**src/rtl/alu_arbiter.sv**
```systemverilog
// rtl/alu_arbiter.sv - two-requester round-robin front end for a shared combinational ALU
//
// Ports:
//   clk, rst_n                      clock, asynchronous active-low reset
//   reqN_valid/reqN_ready           per-requester op handshake (N = 0, 1)
//   reqN_a, reqN_b, reqN_op         per-requester operands and control code
//   alu_a, alu_b, alu_control       registered operands/control driven to the ALU
//   alu_out, alu_carry              combinational ALU result returned to this block
//   rsp_valid/rsp_ready             response handshake
//   rsp_id, rsp_data, rsp_carry     issuing requester and captured result
//   grant_cnt0, grant_cnt1          saturating accept counters (only with ALU_ARBITER_STATS_EN)
//
// Optional feature macro: ALU_ARBITER_STATS_EN
module alu_arbiter #(
    parameter int WIDTH = 64,
    parameter int OPW   = 4
) (
    input  logic             clk,
    input  logic             rst_n,
    input  logic             req0_valid,
    output logic             req0_ready,
    input  logic [WIDTH-1:0] req0_a,
    input  logic [WIDTH-1:0] req0_b,
    input  logic [OPW-1:0]   req0_op,
    input  logic             req1_valid,
    output logic             req1_ready,
    input  logic [WIDTH-1:0] req1_a,
    input  logic [WIDTH-1:0] req1_b,
    input  logic [OPW-1:0]   req1_op,
    output logic [WIDTH-1:0] alu_a,
    output logic [WIDTH-1:0] alu_b,
    output logic [OPW-1:0]   alu_control,
    input  logic [WIDTH-1:0] alu_out,
    input  logic             alu_carry,
    output logic             rsp_valid,
    input  logic             rsp_ready,
    output logic             rsp_id,
    output logic [WIDTH-1:0] rsp_data,
    output logic             rsp_carry
`ifdef ALU_ARBITER_STATS_EN
    ,
    output logic [15:0]      grant_cnt0,
    output logic [15:0]      grant_cnt1
`endif
);

    typedef enum logic [1:0] {
        IDLE = 2'd0,
        EXEC = 2'd1,
        RESP = 2'd2
    } state_t;

    state_t           state_q;
    logic             last_q;
    logic             id_q;
    logic [WIDTH-1:0] alu_a_q;
    logic [WIDTH-1:0] alu_b_q;
    logic [OPW-1:0]   alu_control_q;
    logic             rsp_valid_q;
    logic             rsp_id_q;
    logic [WIDTH-1:0] rsp_data_q;
    logic             rsp_carry_q;

    logic             grant_d;
    logic             idle;
    logic             accept;

    // Contention goes to whoever was not served last; otherwise the lone
    // valid requester wins (grant_d is don't-care when nobody is valid).
    assign grant_d    = (req0_valid && req1_valid) ? ~last_q : req1_valid;
    assign idle       = (state_q == IDLE);
    assign req0_ready = idle && req0_valid && !grant_d;
    assign req1_ready = idle && req1_valid && grant_d;
    assign accept     = req0_ready || req1_ready;

    always_ff @(posedge clk or negedge rst_n) begin
        if (!rst_n) begin
            state_q       <= IDLE;
            last_q        <= 1'b1;
            id_q          <= 1'b0;
            alu_a_q       <= '0;
            alu_b_q       <= '0;
            alu_control_q <= '0;
            rsp_valid_q   <= 1'b0;
            rsp_id_q      <= 1'b0;
            rsp_data_q    <= '0;
            rsp_carry_q   <= 1'b0;
        end else begin
            case (state_q)
                IDLE: begin
                    if (accept) begin
                        alu_a_q       <= grant_d ? req1_a  : req0_a;
                        alu_b_q       <= grant_d ? req1_b  : req0_b;
                        alu_control_q <= grant_d ? req1_op : req0_op;
                        id_q          <= grant_d;
                        last_q        <= grant_d;
                        state_q       <= EXEC;
                    end
                end
                EXEC: begin
                    // The ALU has had one full cycle on the registered operands.
                    rsp_data_q  <= alu_out;
                    rsp_carry_q <= alu_carry;
                    rsp_id_q    <= id_q;
                    rsp_valid_q <= 1'b1;
                    state_q     <= RESP;
                end
                RESP: begin
                    if (rsp_ready) begin
                        rsp_valid_q <= 1'b0;
                        state_q     <= IDLE;
                    end
                end
                default: begin
                    state_q     <= IDLE;
                    rsp_valid_q <= 1'b0;
                end
            endcase
        end
    end

`ifdef ALU_ARBITER_STATS_EN
    logic [15:0] cnt0_q;
    logic [15:0] cnt1_q;

    always_ff @(posedge clk or negedge rst_n) begin
        if (!rst_n) begin
            cnt0_q <= '0;
            cnt1_q <= '0;
        end else begin
            if (req0_ready && cnt0_q != 16'hFFFF) begin
                cnt0_q <= cnt0_q + 16'd1;
            end
            if (req1_ready && cnt1_q != 16'hFFFF) begin
                cnt1_q <= cnt1_q + 16'd1;
            end
        end
    end

    assign grant_cnt0 = cnt0_q;
    assign grant_cnt1 = cnt1_q;
`endif

    assign alu_a       = alu_a_q;
    assign alu_b       = alu_b_q;
    assign alu_control = alu_control_q;
    assign rsp_valid   = rsp_valid_q;
    assign rsp_id      = rsp_id_q;
    assign rsp_data    = rsp_data_q;
    assign rsp_carry   = rsp_carry_q;

endmodule

```
**config.mk**
```make
export PLATFORM = sky130hd
export DESIGN_NAME = alu_arbiter
export DESIGN_NICKNAME = d
export VERILOG_FILES = /design/src/rtl/alu_arbiter.sv
export SDC_FILE = /design/constraint.sdc
export NUM_CORES = 1
export LEC_CHECK = 0
export BUFFER_PORTS_ARGS = -buffer_cell sky130_fd_sc_hd__buf_2
export CAP_MARGIN = 20
export CORE_AREA = 5 5 208 210
export DETAILED_ROUTE_END_ITERATION = 6
export DIE_AREA = 0 0 213 215
export PLACE_DENSITY = 0.55
export REMOVE_ABC_BUFFERS = 1
export SYNTH_ARGS = -nofsm -noshare
export SYNTH_HDL_FRONTEND = slang
export SYNTH_SLANG_ARGS = --single-unit
```
**constraint.sdc**
```tcl
create_clock -name clk -period 5.75 [get_ports clk]
set_clock_uncertainty 0.1 [all_clocks]
set_input_delay 0.2875 -clock clk [delete_from_list [all_inputs] [get_ports clk]]
set_output_delay 0.2875 -clock clk [all_outputs]
set_load 0.05 [all_outputs]
```
==> results.cfg <==
[final_layout]
area.growth.synth_to_final_pct = 59.15
final_nets = 1600
drive_above_1_share_pct = 71.01
nFillCells = 3992

[synthesis]
synth_ff_type = dfrtp_1
ys_warn_count = 0
syn_area_um2 = 9356
yosys.area.top_type = dfrtp_1
yosysMostFrequentCell = mux2_2
synth_area_per_cell_um2 = 15.99
ys_seq_area_share_pct = 54.31
synth_cell_type_count = 16
netlist_instances = 585
synth-seq-cells = 203
synth_edf_count = 0
synth_common_cells = mux2_2 (272), dfrtp_1 (202), mux2_4 (58)
async_flop_share_pct = 100.0
synth_top_cell_area_share_pct = 54.03
synth_area_leaders = dfrtp_1 (54%), mux2_2 (33%), mux2_4 (9.3%)

[power]
power.total_w = 0.009519
p_sw_w = 0.004663
p_sw_share_pct = 48.99
vdd_drop_max_mv = 0.5026
p_comb_share_pct = 56.9
pwr-share-clk_pct = 16.3
p_leak_nw = 7.148
power_frac_seq_pct = 26.8
p_int_w = 0.004856
p_per_area_nw_per_um2 = 639.3

[place]
hpwlAfterDp_mm = 21.43
portBuffers = 534
routabilityCongestion = 0.7367

[clock_tree]
post_cts_resized = 0
clockRootBuffer = clkbuf_16
htree_levels = 1
cts_tree = yes
path_clk_slew_ns = 0.06
cts.sinks = 203
clk_latency_ns = 0.52
numCtsBuffers = 24
clockBufferDepth = 3

[timing]
hold_viol = 0
max_slew.worst_pin.slew_ns = 0.9239
max_freq_mhz = 296.1
finalSetupTns_ns = 0
rsz0062_at_grt = false
slew-limit-headroom_pct = 38.41
min_period_ns = 3.378
finalSetupViolCount = 0
report.final.slew_viol_count = 0
fin_crit_sh_pct = 58.74

[floorplanning]
io_pins = 535
rows = 75
start_util_pct = 22.61
core_um2 = 41380
dieArea_um2 = 45800
die_w_um = 213
die_h_um = 215

[hold_path]
hold_class = input port to register
holdPathEnd = alu_b[57]$_DFFE_PN0P_
min-delay-start = req0_b[57]
hold_depth = 3

[global_routing]
grt_pass1_wl_mm = 45.73
grt-ovfl-total = 0
grt.total_usage_pct = 12.30
antenna_found_initial = 1
grt_max_degree = 104
grt_pass1_vias = 8512

[worst_setup_path]
r2r_slack_ns = 2.37
path_max_fanout = 85
crit_chain = a21bo_4 -> buf_12 -> mux2_2 -> dlygate4sd3_1 -> mux2_2
end_kind = register
worst_r2r_path_depth = 5
crit_top_cell = mux2_2
crit_path_start_kind = register
arrival_ns = 3.69
timing.rr.end = alu_b[20]$_DFFE_PN0P_
setup.worst_path.class = register to register
slowest_stage = a21bo_4
reg2reg_from = last_q$_DFFE_PN1P_
cp.required_ns = 6.06
critPathMaxStageDelay_ns = 0.67

[drt]
met1Wirelength_mm = 11.18
drcViolationCount = 0
routed_wl_mm = 30.00
viasPerCell = 4.092
dr.pass1.iters = 4
via_count = 7460
routedWlPerCell_um = 16.45
postRouteAntennaNets = 0
wl_met3_mm = 3.047
drtIter0Drc = 184
top_layer = met4
wl_met2_mm = 14.88

[outcome]
status = completed

[run]
max_cap_violations = 0
## cell usage in the layout (no fill, tap or decap)
cell type | netlist | final
buf_2 | 23 | 533
mux2_2 | 272 | 272
dfrtp_1 | 202 | 202
dlygate4sd3_1 | 0 | 153
mux2_4 | 58 | 58
clkbuf_16 | 0 | 25
clkbuf_8 | 0 | 7
clkbuf_1 | 0 | 6
clkinv_2 | 0 | 4
buf_4 | 6 | 3
nor2_1 | 2 | 2
a21o_1 | 2 | 2
nand2_1 | 2 | 2
o21ai_0 | 2 | 2
bufinv_16 | 0 | 2
buf_12 | 0 | 2
diode_2 | 0 | 1
or3b_2 | 1 | 1
a21bo_4 | 0 | 1
nor2b_1 | 2 | 1
nor3_1 | 1 | 1
o21a_4 | 0 | 1
nor2b_4 | 0 | 1
o21a_1 | 2 | 1
dfstp_2 | 1 | 1
## per-stage QoR
step | util (%) | hold slack, ns | cell area [µm²] | std cells | setup slack (ns)
floorplan | - | -0.1081 | 9106 | 548 | 0.01769
global placement | 30.32 | 0.3317 | 12550 | 1626 | 3.006
detailed placement | 30.32 | 0.3290 | 12550 | 1626 | 2.950
CTS | 35.98 | 0.0002759 | 14890 | 1822 | 2.401
global route | 35.98 | 0.008455 | 14890 | 1823 | 2.269
finish | 35.98 | 0.03253 | 14890 | 1823 | 2.372
## timing repair
item / in CTS / in global routing
buffers inserted: 0 / 0
endpoints found under the hold margin: 220 / 0
hold buffers: 153 / 0
## critical path, delay by kind of cell (launching register included)
kind | cells | cell delay, ns
buffers and inverters | 2 | 1.05
AO/OA/AOI/OAI | 1 | 0.67
multiplexers | 2 | 0.67
flip-flops | 1 | 0.55
## cell families after synthesis
logic type | count (synthesis) | share of synthesized area [%]
and+or+nand+nor | 8 | 0.4413
buffers and inverters | 37 | 2.675
DFF | 203 | 54.31
AOI/OAI and AO/OA | 7 | 0.5348
muxes | 330 | 42.04
## worst max-delay path by stage
stage	startpoint	endpoint	slack [ns]	cells past startpoint
floorplan	last_q$_DFFE_PN1P_	id_q$_DFFE_PN0P_	0.02	3
global placement	last_q$_DFFE_PN1P_	alu_b[44]$_DFFE_PN0P_	3.01	4
detailed placement	last_q$_DFFE_PN1P_	alu_b[44]$_DFFE_PN0P_	2.95	4
CTS	last_q$_DFFE_PN1P_	req0_ready	2.40	4
global route	last_q$_DFFE_PN1P_	alu_a[57]$_DFFE_PN0P_	2.27	5
finish	last_q$_DFFE_PN1P_	alu_b[20]$_DFFE_PN0P_	2.37	5
## state kept, by name, summed over array words and instances, names as in the netlist
register     count
alu_control      4
rsp_data        64
last_q           1
rsp_id           1
rsp_carry        1
rsp_valid        1
alu_b           64
state_q          2
id_q             1
alu_a           64
## per-layer routing
metal | up-vias | global-route usage [%]
met2 | 367 | 22.29
met1 | 3569 | 13.43
li1 | 3471 | -
met4 | 0 | 4.288
met3 | 53 | 3.865
met5 | - | 0
## area by class of cell
cell class / instances / area [µm²] / share of cell area, %
Clock inverter: 6 / 80.08 / 0.5378
Sequential cell: 203 / 5081 / 34.12
Antenna cell: 1 / 2.502 / 0.01681
Clock buffer: 37 / 730.7 / 4.907
Tap cell: 539 / 674.4 / 4.529
Timing Repair Buffer: 692 / 4275 / 28.71
Multi-Input combinational cell: 345 / 4046 / 27.17
## power by group through the flow
stage / Sequential (W) / Clock (W) / Combinational (W)
after global routing: 0.00265 / 0.00167 / 0.00567
final: 0.00255 / 0.00155 / 0.00541
after global placement: 0.00254 / 0 / 0.00532
after detailed placement: 0.00256 / 0 / 0.00535
after CTS: 0.00256 / 0.00161 / 0.00546
after floorplan: 0.00510 / 0 / 0.00162
(Power assumes the default switching activity.)
